File: config.mk
export PLATFORM = sky130hd
export DESIGN_NAME = imem_loader
export DESIGN_NICKNAME = d
export VERILOG_FILES = /design/src/rtl/imem_loader.sv
export SDC_FILE = /design/constraint.sdc
export NUM_CORES = 1
export LEC_CHECK = 0
export CAP_MARGIN = 15
export CORE_ASPECT_RATIO = 0.75
export CORE_MARGIN = 5
export CORE_UTILIZATION = 54
export DETAILED_ROUTE_END_ITERATION = 8
export PLACE_DENSITY = 0.85
export SLEW_MARGIN = 10
export SYNTH_ARGS = -nofsm -noshare
export SYNTH_HDL_FRONTEND = slang
export SYNTH_SLANG_ARGS = --single-unit
export TNS_END_PERCENT = 1
File: constraint.sdc
create_clock -name clk -period 5.25 [get_ports clk]
set_input_delay 1.05 -clock clk [delete_from_list [all_inputs] [get_ports clk]]
set_output_delay 1.05 -clock clk [all_outputs]
set_load 0.05 [all_outputs]
File: src/rtl/imem_loader.sv
// imem_loader
// Streams program bytes into the byte-addressed instruction memory.
// Each byte accepted on the valid/ready handshake becomes one sequential
// byte write. The CPU is held for as long as a load is in progress.
//
// Ports
//   clk        : sole clock, rising edge
//   rst_n      : asynchronous active-low reset
//   start      : one-cycle load request, sampled only in IDLE
//   base_addr  : first byte address, latched on an accepted start
//   byte_cnt   : number of bytes to load, legal 1..2^ADDR_W
//   in_valid   : in_data carries a program byte
//   in_data    : program byte
//   in_ready   : loader takes a byte this cycle
//   abort      : cancels a load in progress
//   mem_we     : registered byte write strobe
//   mem_addr   : registered write address
//   mem_wdata  : registered write data
//   busy       : loader is not IDLE
//   cpu_hold   : fetch stall, identical to busy
//   done       : one-cycle pulse when a load completes
//   err        : one-cycle pulse after a rejected start
//   checksum   : sum mod 256 of bytes accepted in the current/last load
module imem_loader #(
  parameter int ADDR_W = 8
) (
  input  logic              clk,
  input  logic              rst_n,
  input  logic              start,
  input  logic [ADDR_W-1:0] base_addr,
  input  logic [ADDR_W:0]   byte_cnt,
  input  logic              in_valid,
  input  logic [7:0]        in_data,
  output logic              in_ready,
  input  logic              abort,
  output logic              mem_we,
  output logic [ADDR_W-1:0] mem_addr,
  output logic [7:0]        mem_wdata,
  output logic              busy,
  output logic              cpu_hold,
  output logic              done,
  output logic              err,
  output logic [7:0]        checksum
);

  localparam logic [1:0] S_IDLE   = 2'd0;
  localparam logic [1:0] S_LOAD   = 2'd1;
  localparam logic [1:0] S_FINISH = 2'd2;

  // Largest legal byte count: the whole memory.
  localparam logic [ADDR_W:0] MAX_CNT = {1'b1, {ADDR_W{1'b0}}};

  logic [1:0]        state_q,    state_d;
  logic [ADDR_W-1:0] ptr_q,      ptr_d;
  logic [ADDR_W:0]   rem_q,      rem_d;
  logic [7:0]        sum_q,      sum_d;
  logic              we_q,       we_d;
  logic [ADDR_W-1:0] addr_q,     addr_d;
  logic [7:0]        wdata_q,    wdata_d;
  logic              err_q,      err_d;

  logic handshake;

  // Ready depends only on state and abort so a source can never see a
  // byte taken in the same cycle the load is cancelled.
  assign in_ready  = (state_q == S_LOAD) && !abort;
  assign handshake = in_valid && in_ready;

  always_comb begin
    state_d = state_q;
    ptr_d   = ptr_q;
    rem_d   = rem_q;
    sum_d   = sum_q;
    addr_d  = addr_q;
    wdata_d = wdata_q;
    we_d    = 1'b0;
    err_d   = 1'b0;

    case (state_q)
      S_IDLE: begin
        // abort is deliberately not looked at here: a start always wins.
        if (start) begin
          if ((byte_cnt != '0) && (byte_cnt <= MAX_CNT)) begin
            state_d = S_LOAD;
            ptr_d   = base_addr;
            rem_d   = byte_cnt;
            sum_d   = 8'd0;
          end else begin
            err_d = 1'b1;
          end
        end
      end

      S_LOAD: begin
        if (abort) begin
          state_d = S_IDLE;
        end else if (handshake) begin
          we_d    = 1'b1;
          addr_d  = ptr_q;
          wdata_d = in_data;
          ptr_d   = ptr_q + ADDR_W'(1);
          rem_d   = rem_q - (ADDR_W+1)'(1);
          sum_d   = sum_q + in_data;
          if (rem_q == (ADDR_W+1)'(1)) begin
            state_d = S_FINISH;
          end
        end
      end

      // The last write is on the port during this single cycle.
      S_FINISH: state_d = S_IDLE;

      default: state_d = S_IDLE;
    endcase
  end

  always_ff @(posedge clk or negedge rst_n) begin
    if (!rst_n) begin
      state_q <= S_IDLE;
      ptr_q   <= '0;
      rem_q   <= '0;
      sum_q   <= '0;
      we_q    <= 1'b0;
      addr_q  <= '0;
      wdata_q <= '0;
      err_q   <= 1'b0;
    end else begin
      state_q <= state_d;
      ptr_q   <= ptr_d;
      rem_q   <= rem_d;
      sum_q   <= sum_d;
      we_q    <= we_d;
      addr_q  <= addr_d;
      wdata_q <= wdata_d;
      err_q   <= err_d;
    end
  end

  assign mem_we    = we_q;
  assign mem_addr  = addr_q;
  assign mem_wdata = wdata_q;
  assign busy      = (state_q != S_IDLE);
  assign cpu_hold  = busy;
  assign done      = (state_q == S_FINISH);
  assign err       = err_q;
  assign checksum  = sum_q;

endmodule

* Word-level counts from Yosys, hierarchy flattened
Index checks and enable logic that the tools add are counted.
** Operators by class
- Add/sub/neg operators :: 3
- Order comparisons :: 1
- Equal/unequal tests :: 9
- Muxes and demuxes :: 27
- Bitwise gates (word level) :: 1
- Reductions and logical operators :: 11
** Operators by type and width (count)
- two-way mux 8 bit :: 8
- two-way mux 9 bit :: 4
- case mux 8 bit (2 select lines) :: 2
- case mux 9 bit (2 select lines) :: 1
- two-way mux 2 bit :: 5
- equality test 9 x 1 -> 1 bit (second input constant) :: 1
- less-or-equal comparator 9 bit (second input constant) :: 1
- nonzero test 9 bit :: 1
- subtractor 9 x 1 -> 9 bit (second input constant) :: 1
- adder 8 x 1 -> 8 bit (second input constant) :: 1
- adder 8 bit :: 1
- inequality test 2 bit (second input constant) :: 4
- two-way mux 1 bit :: 6
- AND reduction 5 bit :: 1
- case mux 2 bit (2 select lines) :: 1
- AND reduction 4 bit :: 1
- nonzero test 2 bit :: 2
- logical AND 1 bit :: 3
- inequality test 3 x 2 -> 1 bit (second input constant) :: 1
- inequality test 3 bit (second input constant) :: 1
- AND reduction 3 bit :: 1
- equality test 2 x 1 -> 1 bit (second input constant) :: 1
- equality test 2 bit (second input constant) :: 1
- zero test 2 bit :: 1
- 2 further kinds :: 2
** Word-level totals
- Register bits :: 45
- Bits of input ports :: 30
- Output and inout bits :: 30
- Logic and storage cells :: 60

* Longest topological paths before layout
Gate-level depths: netlist of the first run.
- Depth after elaboration :: 6
- Depth in mapped cells :: 7
- Depth with buffers taken out :: 7

* Worst setup path after synthesis of the first run
No wires, ideal clock.
- Kind :: input-to-output
- From :: input abort
- To :: output in_ready
- Data arrival time :: 1.733 ns
- Data required time :: 4.200 ns
- Setup slack :: 2.467 ns
- Cell stages on the path :: 1
- Path buffers :: 0
- Cell sequence :: nor2_1
** On the way
- Longest elaborated chain between the ends :: 2
** Ends and longest elaborated chain
- start: declaration :: RTL line 35 : input logic abort,
- zero test 1 bit :: RTL line 66 : assign in_ready = (state_q == S_LOAD) && !abort;
- logical AND 1 bit :: RTL line 66
- end: declaration :: RTL line 34 : output logic in_ready,
Every way passes these cells.

* Final worst setup path of the first run
Ends and elaborated chain as after synthesis.

==> impl_metrics.csv, run 1 <==
group,metric,value,unit
clock_network,insertion_delay,0.31,ns
hold_path,hold_start,"mem_addr[6]",
route,wl_per_cell,15.3,um
die,design.core.area,0.00455,mm2
die,die_y,69.8,um
synth,synth_area_leaders,"dfrtp_1 44%, nand2_1 8.7%, ha_1 4.9%",
synth,synth_mux_area_share,1.17,%
synth,synth_top_area_cell,"dfrtp_1",
setup_path,crit-reg2reg-launch,"state_q[1]",
timing,setup_slack,1.72,ns
grt,gr-total-overflow,0,
setup_path,rrSetupSlack,2.80,ns
synth,synth_cells,278,
grt,grt_antenna_before_repair,0,
setup_path,r2r_cells,5,
clock_network,cts-htree-levels,2,
layout,area_growth,26.3,%
layout,seq_area,0.00113,mm2
setup_path,start_kind,"input port",
die,die_w,89.8,um
hold_path,hold_path_end,"mem_addr[6]",
timing,grt_setup_unrepaired,"false",
synth,synth_compound_area_share,20.3,%
layout,fillers,351,
route,drc,0,
setup_path,cp-end-kind,"output port",
clock_network,ctsRootBufferMaster,"clkbuf_8",
pwr,comb_power_share,48.9,%
synth,syn_nets,319,
synth,yosys.area_share.xor_xnor,1.36,%
place,io_buffers,59,
pwr,leakage,0.00143,uW
grt,grt_max_degree,46,
clock_network,clock_path_buffers,2,
place,post-place-ws,1.73,ns
synth,netlist-cell-type-count,57,
clock_network,cts.sinks,45,
synth,syn-mean-instance-area,9.27,um2
synth,synth_common_cells,"60 x nand2_1, 45 x dfrtp_1, 20 x o21ai_1",
synth,yosysSeqAreaShare,43.7,%
place,dpl.hpwl,4320,um
timing,tns,0,ns
clock_network,postCtsHoldBufs,0,
layout,drive_gt1_share,9.34,%
timing,drv_slew,0,
pwr,ir_drop,0.283,mV
route,dr.pass1.iters,4,
die,io_pins,60,
pwr,p_switching,706,uW
pwr,p_clk_share,14.9,%
grt,grt_pass1_vias,2169,
synth,synthFlopType,"dfrtp_1",
synth,synth_top_family_by_area,"simple AND/OR/NAND/NOR gates",
pwr,p_int,849,uW
setup_path,worstPathRequired,4.20,ns
pwr,cellPowerDensity,478,mW/mm2
synth,syn-cell-area,0.00258,mm2
timing,final-setup-viol-count,0,
timing,period_needed,3.53,ns
synth,synth-edff-count,0,
timing,layout_worst_path_cycle_share,67.2,%
route,viasPerCell,5.68,
hold_path,hold_path_class,"register to register",
pwr,p_seq_share,36.2,%
synth,yosysWarnings,0,
layout,diodes,0,
die,start_util,56.7,%
synth,synth_top_area_share,43.7,%
pwr,switching_share,45.4,%
clock_network,numCtsBuffers,5,
clock_network,cts_tree,"done",
synth,synthAdderAreaFrac,5.63,%
timing,finalHoldViolations,0,
route,drtIter0Drc,78,
synth,async_flop_share,100,%
timing,worst_pin_slew,0.984,ns
clock_network,cts_resized,0,
layout,nets,372,
layout,multiInputGateArea,0.00133,mm2
clock_network,post-cts-setup-buffers,0,
timing,max_freq,284,MHz
setup_path,cp_max_fo,3,
timing,finalClockSkew,0.00929,ns
place,gp_congestion,0.827,
hold_path,holdPathStages,2,
die,die_area,0.00627,mm2
synth,synthSimpleGateAreaFrac,23.2,%
setup_path,regToRegEndpoint,"ptr_q[5]",
status,status,"finished clean",
route,routed_wl,5950,um
grt,grt_pass1_wl,10200,um
route,vias,2211,
synth,yosysMostFrequentCell,"nand2_1",
job,cap_violations,0,
timing,relSlewSlack,34.4,%
setup_path,cp.arrival,2.48,ns
grt,grt_usage,19.6,%
route,ant_nets,0,
clock_network,clkTransAtPathRegs,0.09,ns
setup_path,critPathKind,"input port to output port",
synth,postSynthRegisterBits,45,
die,num_rows,21,
==> final cells by class <==
class | count | share of cell area, %
multi-input cells | 211 | 40.8
clock buffers | 6 | 2.54
inverters | 6 | 0.692
flip-flops and latches | 45 | 34.6
well taps | 57 | 2.19
clock inverters | 2 | 0.423
repair buffers | 62 | 18.7
==> cell families after synthesis <==
kind of cell             count (synthesis)
XOR/XNOR                                 4
multiplexers                             3
adder cells (fa/ha/maj)                 11
AND/OR/NAND/NOR                        119
AO/OA/AOI/OAI                           74
flip-flops                              45
buffers and inverters                   22
==> worst max path at each step <==
stage,start,end,slack (ns),cells after the start
after global placement,abort,in_ready,1.75,3
after global routing,abort,in_ready,1.66,3
after floorplan,abort,in_ready,2.47,1
after detailed placement,abort,ptr_q[5],1.73,6
after CTS,abort,in_ready,1.72,3
final,abort,in_ready,1.72,3
==> critical path: stages <==
cell	delay, ns
clkdlybuf4s50_1	0.43
nor2_1	0.17
clkdlybuf4s50_1	0.83
==> power by group through the flow <==
stage	Sequential, uW	Combinational, uW	Clock, uW
CTS	560	763	235
finish	562	761	232
global route	578	819	250
floorplan	768	323	0
detailed placement	566	760	0
global placement	562	745	0
==> layout by cell type (no fill, tap or decap), drive strengths merged, types with 3 or more instances in the layout <==
cell type / instances
nor2: 15
a31oi: 6
clkbuf: 6
a21oi: 14
nand2: 61
nor3: 6
o2bb2ai: 3
ha: 10
a22oi: 4
xnor2: 3
o21ai: 27
and3: 3
nor2b: 4
o31ai: 3
buf: 4
nor4: 5
nand3: 7
nor3b: 7
mux2i: 3
a21o: 4
dfrtp: 45
inv: 6
clkdlybuf4s50: 58
==> stage by stage <==
step                hold slack, ns  total power, uW  cells  cell area, um2  util, %
CTS                          0.484             1560    389            3250     71.6
floorplan                    0.457             1090    278            2580        -
detailed placement           0.462             1330    381            3160     69.4
finish                       0.481             1550    389            3250     71.6
global placement             0.459             1310    381            3160     69.4
global route                 0.504             1650    389            3250     71.6
==> routing by layer <==
metal | GRT usage (%) | vias up | share of wire [%]
li1 | - | 1086 | -
met1 | 27.9 | 1044 | 48
met2 | 28.7 | 72 | 44
met3 | 5.86 | 9 | 6.8
met4 | 5.37 | 0 | 0.96
met5 | 0 | - | 0
==> sequential cells by signal, indices dropped and copies added, names as in the netlist <==
name and flops:
mem_we 1, state_q 2, checksum 8, err 1, ptr_q 8, mem_addr 8
rem_q 9, mem_wdata 8
(Power assumes the default switching activity.)
==> run 2: changes to the inputs <==
- CORE_UTILIZATION: 54 -> 45
- PLACE_DENSITY: 0.85 -> 0.76
- clock period: 5.25 -> 3.1 ns (I/O delays scaled with it)
==> run 2 against run 1 <==
Compared with the run above:
- routed wire length rose by 6.8%
- sequential share of layout area is 0.73 points lower
- worst setup slack got worse by 1.1 ns
- sequential power is 70% higher
- register-to-register slack got worse by 1.8 ns
- core utilization down 10 points
- cell count increased by 5.4%
- clock power rose by 93%
==> impl_metrics.csv, run 2 (synthesized netlist as in run 1, its figures left out) <==
group,metric,value,unit
grt,gr-usage-met2,29.4,%
layout,stdcell_area,0.00332,mm2
layout,largest_reg_flops,9,
die,design.core.area,0.00544,mm2
setup_path,cp.arrival,2.64,ns
route,vias,2217,
status,status,"finished clean",
clock_network,clkTransAtPathRegs,0.09,ns
pwr,leakage,0.00146,uW
place,post-place-ws,0.367,ns
grt,grt-busiest-layer,"met2",
route,routed_wl,6350,um
setup_path,worstPathRequired,3.29,ns
route,dr.pass1.iters,4,
timing,tns,0,ns
clock_network,cts_tree,"done",
setup_path,regToRegEndpoint,"checksum[6]",
layout,area_growth,29.0,%
layout,layout_commonest_cell,"nand2_1",
clock_network,cts_resized,0,
pwr,p_int,1510,uW
timing,finalHoldViolations,0,
timing,finalClockSkew,0.00780,ns
setup_path,r2r_cells,7,
place,gp_congestion,0.843,
timing,max_freq,407,MHz
timing,period_needed,2.45,ns
pwr,p_seq_share,35.3,%
layout,max_flop_register,"rem_q",
die,start_util,47.4,%
route,drtIter0Drc,90,
job,cap_violations,0,
grt,grt_pass1_wl,10600,um
clock_network,cts.sinks,45,
die,die_y,75.5,um
grt,gr-total-overflow,0,
setup_path,start_kind,"input port",
timing,drv_slew,0,
grt,grt_usage,18.0,%
clock_network,post-cts-setup-buffers,0,
pwr,p_clk_share,16.6,%
setup_path,rrSetupSlack,1.02,ns
timing,relSlewSlack,52.2,%
clock_network,numCtsBuffers,5,
layout,fillers,465,
pwr,p_switching,1200,uW
clock_network,postCtsHoldBufs,0,
die,die_w,97.4,um
route,ant_nets,0,
layout,nets,375,
layout,final_cell_mix,"60 x nand2_1, 57 x clkdlybuf4s50_1, 45 x dfrtp_1",
pwr,comb_power_share,48.1,%
grt,grt_max_degree,46,
setup_path,crit-reg2reg-launch,"checksum[0]",
timing,layout_worst_path_cycle_share,79.2,%
place,placed_area,0.00319,mm2
setup_path,cp-end-kind,"register",
place,io_buffers,59,
pwr,cellPowerDensity,815,mW/mm2
timing,worst_pin_slew,0.716,ns
route,wl_per_cell,15.5,um
pwr,power,2710,uW
die,die_area,0.00735,mm2
pwr,switching_share,44.4,%
route,drc,0,
grt,grt_antenna_before_repair,0,
grt,grt_use_met1,24.5,%
layout,seq_area,0.00113,mm2
setup_path,cp_max_fo,3,
timing,grt_setup_unrepaired,"false",
clock_network,insertion_delay,0.31,ns
grt,grt_pass1_vias,2261,
die,num_rows,23,
layout,diodes,0,
route,viasPerCell,5.41,
pwr,ir_drop,0.432,mV
layout,drive_gt1_share,10.1,%
die,io_pins,60,
timing,setup_slack,0.646,ns
setup_path,critPathKind,"input port to register",
clock_network,ctsRootBufferMaster,"clkbuf_8",
grt,gr-usage-met3,4.12,%
clock_network,cts-htree-levels,2,
layout,multiInputGateArea,0.00133,mm2
timing,final-setup-viol-count,0,
hold_path,hold_path_class,"input port to async pin",
timing,fin_hold_ws,0.259,ns
place,dpl.hpwl,4630,um
clock_network,clock_path_buffers,2,
## run 2: cell types whose count changed in the layout (fill, tap and decap cells not counted), sizes merged
| cell | change |
|---|---|
| buf | +4 |
| bufinv | +1 |
| clkdlybuf4s50 | -1 |
| clkinv | -1 |
## run 2: worst max-delay path: stages
cell             delay (ns)
clkdlybuf4s50_1        0.43
ha_1                   0.25
fa_1                   0.43
a21o_1                 0.19
a21o_1                 0.21
a21oi_1                0.19
mux2i_1                0.21
nand3_1                0.10
## run 2: layout make-up
| cell class | count | share of cell area (%) |
|---|---|---|
| Tap cell | 75 | 2.82 |
| Inverter | 6 | 0.678 |
| Sequential cell | 45 | 33.9 |
| Timing Repair Buffer | 65 | 19.3 |
| Multi-Input combinational cell | 211 | 40.0 |
| Clock buffer | 6 | 2.18 |
| Clock inverter | 2 | 1.17 |
## run 2: layer usage
metal  vias to the layer above  wire (um)
met3                         7        370
met5                         -          0
li1                       1096          -
met4                         0         79
met1                      1055       3070
met2                        59       2830
## run 2: metrics by stage
step	utilization, %	instances
2_1_floorplan	-	278
3_3_place_gp	58.7	401
3_5_place_dp	58.7	401
4_1_cts	60.7	409
5_1_grt	61.1	410
6_report	61.1	410
## run 2: power groups by stage
stage | Sequential [uW] | Clock, uW | Combinational (uW)
2_1_floorplan | 1300 | 0 | 546
3_3_place_gp | 948 | 0 | 1280
3_5_place_dp | 962 | 0 | 1300
4_1_cts | 952 | 460 | 1310
5_1_grt | 987 | 487 | 1400
6_report | 957 | 448 | 1300
## run 2: worst max-delay path by stage
stage	slack, ns	end	cells after the start	start
after global placement	0.44	checksum[6]	8	in_data[0]
after detailed placement	0.37	checksum[6]	8	in_data[0]
final	0.65	checksum[6]	8	in_data[0]
after CTS	0.67	checksum[6]	8	in_data[0]
after global routing	0.57	checksum[6]	8	in_data[0]
after floorplan	0.94	checksum[6]	7	checksum[0]
==> run 3: changes to the inputs <==
- CORE_UTILIZATION: 45 -> 50
- PLACE_DENSITY: 0.76 -> 0.8
- clock period: 3.1 -> 2.5 ns (I/O delays scaled with it)
==> run 3 against run 2 <==
Compared with the run above:
- global-route usage up 1.7 points
- critical path depth decreased by 5
- worst setup slack got worse by 0.44 ns
- clock power rose by 6.3%
- sequential power increased by 24%
- first-iteration DRC count grew 27%
==> impl_metrics.csv, run 3 (synthesized netlist as in run 1, its figures left out) <==
group,metric,value,unit
layout,nets,380,
layout,drive_gt1_share,11.8,%
setup_path,cp_max_fo,7,
route,dr.pass1.iters,4,
grt,gr-total-overflow,0,
setup_path,path_cells,"nor2_1, inv_1, clkdlybuf4s50_1",
timing,drv_slew,0,
setup_path,start_kind,"register",
layout,area_growth,29.5,%
clock_network,insertion_delay,0.31,ns
clock_network,numCtsBuffers,5,
clock_network,cts_resized,0,
place,dpl.hpwl,4810,um
setup_path,cp-end-kind,"output port",
pwr,ir_drop,0.575,mV
die,io_pins,60,
setup_path,cp.arrival,1.79,ns
layout,stdcell_area,0.00334,mm2
setup_path,r2r_cells,7,
setup_path,cp_num_cells,3,
clock_network,clock_path_buffers,2,
setup_path,cp_slowest_stage_delay,0.71,ns
place,placed_area,0.00324,mm2
route,drtIter0Drc,114,
clock_network,cts-htree-levels,2,
setup_path,worstPathRequired,2.00,ns
setup_path,rrSetupSlack,0.51,ns
setup_path,critPathKind,"register to output port",
clock_network,ctsRootBufferMaster,"clkbuf_8",
die,num_rows,22,
route,ant_nets,0,
clock_network,postCtsHoldBufs,0,
die,die_y,72.2,um
route,wl_per_cell,15.9,um
setup_path,cp-startpoint,"state_q[0]",
clock_network,post-cts-setup-buffers,0,
pwr,cellPowerDensity,989,mW/mm2
place,gp_congestion,0.911,
status,status,"finished clean",
place,io_buffers,59,
layout,largest_reg_flops,9,
timing,worst_pin_slew,0.537,ns
die,die_w,92.9,um
clock_network,cts_tree,"done",
layout,diodes,0,
setup_path,crit_buf_inv,2,
setup_path,crit-reg2reg-launch,"checksum[0]",
timing,grt_setup_unrepaired,"false",
pwr,leakage,0.00148,uW
timing,final-setup-viol-count,0,
timing,layout_worst_path_cycle_share,91.6,%
timing,relSlewSlack,64.2,%
layout,max_flop_register,"rem_q",
layout,layout_commonest_cell,"nand2_1",
job,cap_violations,0,
die,start_util,52.0,%
route,viasPerCell,5.73,
clock_network,cts.sinks,45,
grt,grt_pass1_wl,10700,um
setup_path,cpMaxStageDelayCell,"clkdlybuf4s50_1",
clock_network,clkTransAtPathRegs,0.09,ns
route,routed_wl,6360,um
timing,max_freq,437,MHz
grt,grt_antenna_before_repair,0,
grt,grt_pass1_vias,2282,
grt,grt_max_degree,33,
route,drc,0,
timing,period_needed,2.29,ns
timing,finalHoldViolations,0,
layout,finish.utilization,67.3,%
hold_path,hold_path_class,"input port to async pin",
die,die_area,0.00670,mm2
layout,final_cell_mix,"60 x nand2_1, 57 x clkdlybuf4s50_1, 45 x dfrtp_1",
grt,grt_usage,19.7,%
timing,finalClockSkew,0.00910,ns
die,design.core.area,0.00495,mm2
setup_path,path_delay_family,"buffers and inverters",
route,vias,2292,
## run 3: per-layer routing
metal  GRT usage (%)  up-vias  share of wire [%]
met3            3.73       17                6.2
met2            29.4       74                 43
li1                -     1112                  -
met5               0        -                  0
met1            28.8     1089                 49
met4            7.15        0                1.6
## run 3: area by class of cell
class	count	area (um2)
fillers	419	1620
well taps	60	75.1
clock inverters	3	25.0
multi-input cells	211	1330
repair buffers	70	691
flip-flops and latches	45	1130
inverters	6	22.5
clock buffers	5	68.8
## run 3: per-stage QoR
stage | worst slack (ns) | TNS (ns) | hold slack (ns) | total power (uW) | std cells
final | 0.209 | 0 | 0.168 | 3300 | 400
after global routing | 0.124 | 0 | 0.197 | 3490 | 400
after CTS | 0.199 | 0 | 0.180 | 3310 | 400
after detailed placement | -0.0520 | -0.0520 | 0.463 | 2830 | 392
after global placement | 0.0342 | 0 | 0.456 | 2780 | 392
after floorplan | 0.345 | 0 | 0.204 | 2290 | 278
## run 3: report_power, final
| group | switching, uW | internal (uW) |
|---|---|---|
| Clock | 274 | 202 |
| Sequential | 229 | 963 |
| Combinational | 1010 | 621 |
| Total | 1510 | 1790 |
## run 3: path summary, 6_finish.rpt
kind | to
worst max-delay path | busy
worst min-delay path | mem_wdata[5]
worst max register to register | checksum[6]
worst min register to register | mem_addr[4]
max in group asynchronous | rem_q[2]
min in group clk | mem_addr[4]
